File: src/rtl/tx_scheduler_pkg.sv
// rtl/tx_scheduler_pkg.sv - shared state encoding, default depth and FIFO entry type for the UART transmit path
package tx_scheduler_pkg;

    localparam int DEFAULT_DEPTH = 4;

    typedef enum logic [1:0] {
        ST_IDLE  = 2'd0,
        ST_START = 2'd1,
        ST_WAIT  = 2'd2,
        ST_GAP   = 2'd3
    } tx_state_e;

    typedef struct packed {
        logic       last;
        logic [7:0] data;
    } tx_entry_t;

endpackage

File: src/rtl/tx_fifo.sv
// rtl/tx_fifo.sv - per-requester {last, data} FIFO with count-based full/empty
module tx_fifo
    import tx_scheduler_pkg::*;
#(
    parameter int DEPTH = DEFAULT_DEPTH
) (
    input  logic       clock,
    input  logic       reset,
    input  logic       push_i,
    input  logic [8:0] entry_i,
    input  logic       pop_i,
    output logic [8:0] head_o,
    output logic       full_o,
    output logic       empty_o
);

    localparam int AW = $clog2(DEPTH);

    tx_entry_t       mem_q [DEPTH];
    logic [AW-1:0]   wr_ptr_q, wr_ptr_d;
    logic [AW-1:0]   rd_ptr_q, rd_ptr_d;
    logic [AW:0]     count_q, count_d;
    logic            push_ok, pop_ok;

    assign full_o  = (count_q == (AW+1)'(DEPTH));
    assign empty_o = (count_q == '0);
    assign head_o  = mem_q[rd_ptr_q];

    // Guards make an overflowing push or an underflowing pop a no-op.
    assign push_ok = push_i && !full_o;
    assign pop_ok  = pop_i && !empty_o;

    always_comb begin
        wr_ptr_d = wr_ptr_q;
        rd_ptr_d = rd_ptr_q;
        count_d  = count_q;
        if (push_ok) wr_ptr_d = wr_ptr_q + 1'b1;
        if (pop_ok)  rd_ptr_d = rd_ptr_q + 1'b1;
        case ({push_ok, pop_ok})
            2'b10:   count_d = count_q + 1'b1;
            2'b01:   count_d = count_q - 1'b1;
            default: count_d = count_q;
        endcase
    end

    always_ff @(posedge clock or negedge reset) begin
        if (!reset) begin
            wr_ptr_q <= '0;
            rd_ptr_q <= '0;
            count_q  <= '0;
        end else begin
            wr_ptr_q <= wr_ptr_d;
            rd_ptr_q <= rd_ptr_d;
            count_q  <= count_d;
        end
    end

    always_ff @(posedge clock) begin
        if (push_ok) mem_q[wr_ptr_q] <= tx_entry_t'(entry_i);
    end

endmodule

File: src/rtl/tx_scheduler.sv
// rtl/tx_scheduler.sv - two-requester message-locked round-robin byte scheduler feeding a UART transmitter
module tx_scheduler
    import tx_scheduler_pkg::*;
#(
    parameter int DEPTH = DEFAULT_DEPTH
) (
    input  logic       clock,
    input  logic       reset,
    input  logic [7:0] a_data,
    input  logic       a_last,
    input  logic       a_valid,
    output logic       a_ready,
    input  logic [7:0] b_data,
    input  logic       b_last,
    input  logic       b_valid,
    output logic       b_ready,
    output logic [7:0] txdata,
    output logic       send,
    input  logic       txdone,
    output logic       owner,
    output logic       busy
);

    tx_state_e   state_q, state_d;
    logic [7:0]  txdata_q, txdata_d;
    logic        send_q, send_d;
    logic        owner_q, owner_d;
    logic        lock_q, lock_d;
    logic        last_served_q, last_served_d;

    logic        a_full, a_empty, b_full, b_empty;
    logic [8:0]  a_head, b_head;
    tx_entry_t   head;
    logic        pop_a, pop_b;
    logic        elig_a, elig_b, pick_b;

    assign a_ready = reset && !a_full;
    assign b_ready = reset && !b_full;

    tx_fifo #(.DEPTH(DEPTH)) u_fifo_a (
        .clock   (clock),
        .reset   (reset),
        .push_i  (a_valid && a_ready),
        .entry_i ({a_last, a_data}),
        .pop_i   (pop_a),
        .head_o  (a_head),
        .full_o  (a_full),
        .empty_o (a_empty)
    );

    tx_fifo #(.DEPTH(DEPTH)) u_fifo_b (
        .clock   (clock),
        .reset   (reset),
        .push_i  (b_valid && b_ready),
        .entry_i ({b_last, b_data}),
        .pop_i   (pop_b),
        .head_o  (b_head),
        .full_o  (b_full),
        .empty_o (b_empty)
    );

    // While a message is open only its owner may be picked; otherwise the requester not served last wins ties.
    assign elig_a = !a_empty && (!lock_q || !owner_q);
    assign elig_b = !b_empty && (!lock_q ||  owner_q);
    assign pick_b = elig_b && (!elig_a || !last_served_q);
    assign head   = tx_entry_t'(pick_b ? b_head : a_head);

    always_comb begin
        state_d       = state_q;
        txdata_d      = txdata_q;
        send_d        = send_q;
        owner_d       = owner_q;
        lock_d        = lock_q;
        last_served_d = last_served_q;
        pop_a         = 1'b0;
        pop_b         = 1'b0;
        case (state_q)
            ST_IDLE: begin
                if (elig_a || elig_b) begin
                    pop_a    = !pick_b;
                    pop_b    = pick_b;
                    txdata_d = head.data;
                    owner_d  = pick_b;
                    send_d   = 1'b1;
                    lock_d   = !head.last;
                    if (head.last) last_served_d = pick_b;
                    state_d  = ST_START;
                end
            end
            ST_START: begin
                // A txdone still high from the previous byte is stale until the transmitter drops it.
                if (!txdone) state_d = ST_WAIT;
            end
            ST_WAIT: begin
                if (txdone) begin
                    send_d  = 1'b0;
                    state_d = ST_GAP;
                end
            end
            default: state_d = ST_IDLE;
        endcase
    end

    always_ff @(posedge clock or negedge reset) begin
        if (!reset) begin
            state_q       <= ST_IDLE;
            txdata_q      <= '0;
            send_q        <= 1'b0;
            owner_q       <= 1'b0;
            lock_q        <= 1'b0;
            last_served_q <= 1'b1;
        end else begin
            state_q       <= state_d;
            txdata_q      <= txdata_d;
            send_q        <= send_d;
            owner_q       <= owner_d;
            lock_q        <= lock_d;
            last_served_q <= last_served_d;
        end
    end

    assign txdata = txdata_q;
    assign send   = send_q;
    assign owner  = owner_q;
    assign busy   = (state_q != ST_IDLE) || !a_empty || !b_empty;

endmodule

File: config.mk
export PLATFORM = sky130hd
export DESIGN_NAME = tx_scheduler
export DESIGN_NICKNAME = d
export VERILOG_FILES = /design/src/rtl/tx_scheduler_pkg.sv /design/src/rtl/tx_fifo.sv /design/src/rtl/tx_scheduler.sv
export SDC_FILE = /design/constraint.sdc
export NUM_CORES = 1
export LEC_CHECK = 0
export ABC_CLOCK_PERIOD_IN_PS = 8700
export CAP_MARGIN = 40
export CORE_AREA = 4 4 116 118
export DETAILED_ROUTE_END_ITERATION = 7
export DIE_AREA = 0 0 120 122
export GPL_TIMING_DRIVEN = 0
export SLEW_MARGIN = 20
export SYNTH_ARGS = -nofsm -noshare
export SYNTH_HDL_FRONTEND = slang
export SYNTH_HIERARCHICAL = 1
export SYNTH_SLANG_ARGS = --single-unit
export TNS_END_PERCENT = 20
File: constraint.sdc
create_clock -name clock -period 8.7 [get_ports clock]
set_input_delay 1.74 -clock clock [delete_from_list [all_inputs] [get_ports clock]]
set_output_delay 1.74 -clock clock [all_outputs]
set_load 0.01 [all_outputs]
==> flow_summary.json <==
{
  "slew_headroom_pct": 48.0,
  "grt_pass1_vias": 2310,
  "cts_num_sinks": 100,
  "worst_pin_slew_ns": 0.774,
  "yosysTopAreaCellShare_pct": 50.6,
  "start_util_pct": 34.3,
  "holdCritPathClass": "flip-flop to flip-flop",
  "ios": 36,
  "max_cap_violations": 0,
  "power_density_nw_per_um2": 344,
  "synth_fp_nets": 277,
  "ys_ff_latch": 100,
  "ys.flop_type": "edfxtp_1",
  "slowest_stage": "clkdlybuf4s50_1",
  "slowest_delay_ns": 0.55,
  "dpl_cell_area_um2": 4870,
  "via_per_inst": 4.60,
  "power_mw": 1.80,
  "grtUsageTotal_pct": 11.3,
  "ctsHoldBuffers": 0,
  "dr.pass1.iters": 4,
  "finalSetupViolCount": 0,
  "cts_resized": 0,
  "htreeDepth": 3,
  "ys_async_sr_fraction_pct": 28.0,
  "syn_inst": 238,
  "clock_skew_ns": 0.00810,
  "cts_made_buffers": 9,
  "die-area_um2": 14600,
  "vias": 2135,
  "detail-route-antenna-nets": 0,
  "worst_setup_path_start_kind": "input port",
  "synth_edf_count": 72,
  "seq_area_frac_synth_pct": 67.0,
  "finalSetupTns_ns": 0,
  "cts_tree": "yes",
  "path_clk_slew_ns": 0.06,
  "drc": 0,
  "root_buffer": "clkbuf_16",
  "drv_slew": 0,
  "synth_area_leaders": "edfxtp_1 51%, dfrtp_1 16%, mux4_2 9.5%, ha_1 4.1%, a221o_1 1.9%",
  "clockBufferDepth": 2,
  "syn_avg_cell_area_um2": 18.0,
  "cp-end-kind": "primary output",
  "overflow": 0,
  "finalWirelength_um": 7640,
  "clock_latency_ns": 0.34,
  "portBuffers": 35,
  "wl_per_cell_um": 16.5,
  "rsz0062_at_grt": "false",
  "core.rowCount": 41,
  "synth_common_cells": "72 x edfxtp_1, 27 x dfrtp_1, 18 x mux4_2",
  "postCtsSetupRepairBufs": 0,
  "timing.final.ws_setup_ns": 4.12,
  "path_max_fanout": 27,
  "hold_ws_ns": 0.519,
  "irDropWorstVdd_uv": 180,
  "arrival_ns": 2.84,
  "synth_top_area_cell": "edfxtp_1",
  "max_freq_ghz": 0.218,
  "drt_iter0_drc": 132,
  "antennaDiodeCount": 0,
  "dpl.hpwl_um": 5270,
  "core_um2": 12500,
  "area_growth_pct": 22.5,
  "hold_viol": 0,
  "routabilityCongestion": 0.707,
  "die_w_um": 120,
  "crit_chain": "buf_2 -> buf_12 -> nor2b_1 -> clkdlybuf4s50_1",
  "post-place-ws_ns": 4.09,
  "syn_area_um2": 4280,
  "nets": 326,
  "status": "complete, no violations",
  "layout_min_cycle_time_ns": 4.58,
  "design_area_um2": 5240,
  "grt_first_pass_wirelength_um": 12500,
  "grt_max_degree": 28,
  "chipHeight_um": 122,
  "worstPathRequired_ns": 6.96,
  "criticalPathCategory": "input port to primary output",
  "drive_gt1_share_pct": 22.6,
  "antenna_found_initial": 0,
  "yosysMostFrequentCell": "edfxtp_1",
  "fin_crit_sh_pct": 52.6,
  "ys_types": 35,
  "ys.warnings.count": 6,
  "power_leakage_nw": 1.93
}
flip-flops by register name, indices dropped and copies added, names as in the netlist:
name	flops
u_fifo_b/rd_ptr_q	2
txdata	8
u_fifo_b/wr_ptr_q	2
last_served_q	1
u_fifo_a/mem_q	36
u_fifo_a/rd_ptr_q	2
lock_q	1
owner	1
u_fifo_b/mem_q	36
u_fifo_b/count_q	3
u_fifo_a/wr_ptr_q	2
u_fifo_a/count_q	3
state_q	2
send	1
final timing paths:
| path | start | end | slack (ns) | cells after the start |
|---|---|---|---|---|
| max | reset | a_ready | 4.12 | 4 |
| min | send | send | 0.52 | 2 |
| max reg2reg | u_fifo_b/count_q[0] | u_fifo_a/count_q[2] | 5.60 | 10 |
| min reg2reg | send | send | 0.52 | 2 |
| max in group asynchronous | reset | last_served_q | 7.07 | 2 |
| min in group asynchronous | reset | owner | 1.21 | 1 |
cells by family after synthesis:
group           synth area share (%)
fa+ha+maj                       5.03
mux                             12.1
flops                           67.0
buf+inv                         2.37
xor+xnor                        2.46
compound gates                  4.16
simple gates                    6.91
stage by stage:
stage / std cells / util [%]
finish: 464 / 42.0
CTS: 464 / 42.0
global route: 464 / 42.0
floorplan: 238 / -
global placement: 445 / 38.8
detailed placement: 448 / 39.0
layout by cell type (no fill, tap or decap), drive strengths merged, types with 5 or more instances in the layout:
cell / n
and2: 10
nor3: 5
ha: 14
dfrtp: 27
mux2: 5
clkdlybuf4s50: 34
a221o: 8
buf: 10
nor2b: 14
edfxtp: 72
xnor2: 6
xor2: 6
inv: 19
mux4: 18
clkbuf: 9
area by class of cell:
type                    count  area [µm²]
clock buffers               9         225
fillers                  1137        7230
plain buffers               6        37.5
repair buffers             38         375
flip-flops and latches    100        2860
clock inverters             7         146
well taps                 172         215
multi-input cells         115        1310
inverters                  17        63.8
power by group:
group	leakage, nW	switching, mW	total, mW	internal, mW
clock network	0.181	0.172	0.485	0.313
registers	0.985	0.0672	0.691	0.624
logic	0.768	0.300	0.626	0.326
metal layers:
metal  share of wire [%]  routed length [µm]  GRT usage (%)  up-vias
li1                    -                   -              -     1002
met1                  47                3560           15.3     1081
met2                  48                3640           17.6       42
met3                 4.2                 319           3.57       10
met4                 1.5                 111           3.65        0
met5                   0                   0              0        -
critical path: cells and delay by family:
family / cells / cell delay (ns)
buffers and inverters: 3 / 0.90
and+or+nand+nor: 1 / 0.18
No activity file was read; power rests on OpenSTA's default activity.
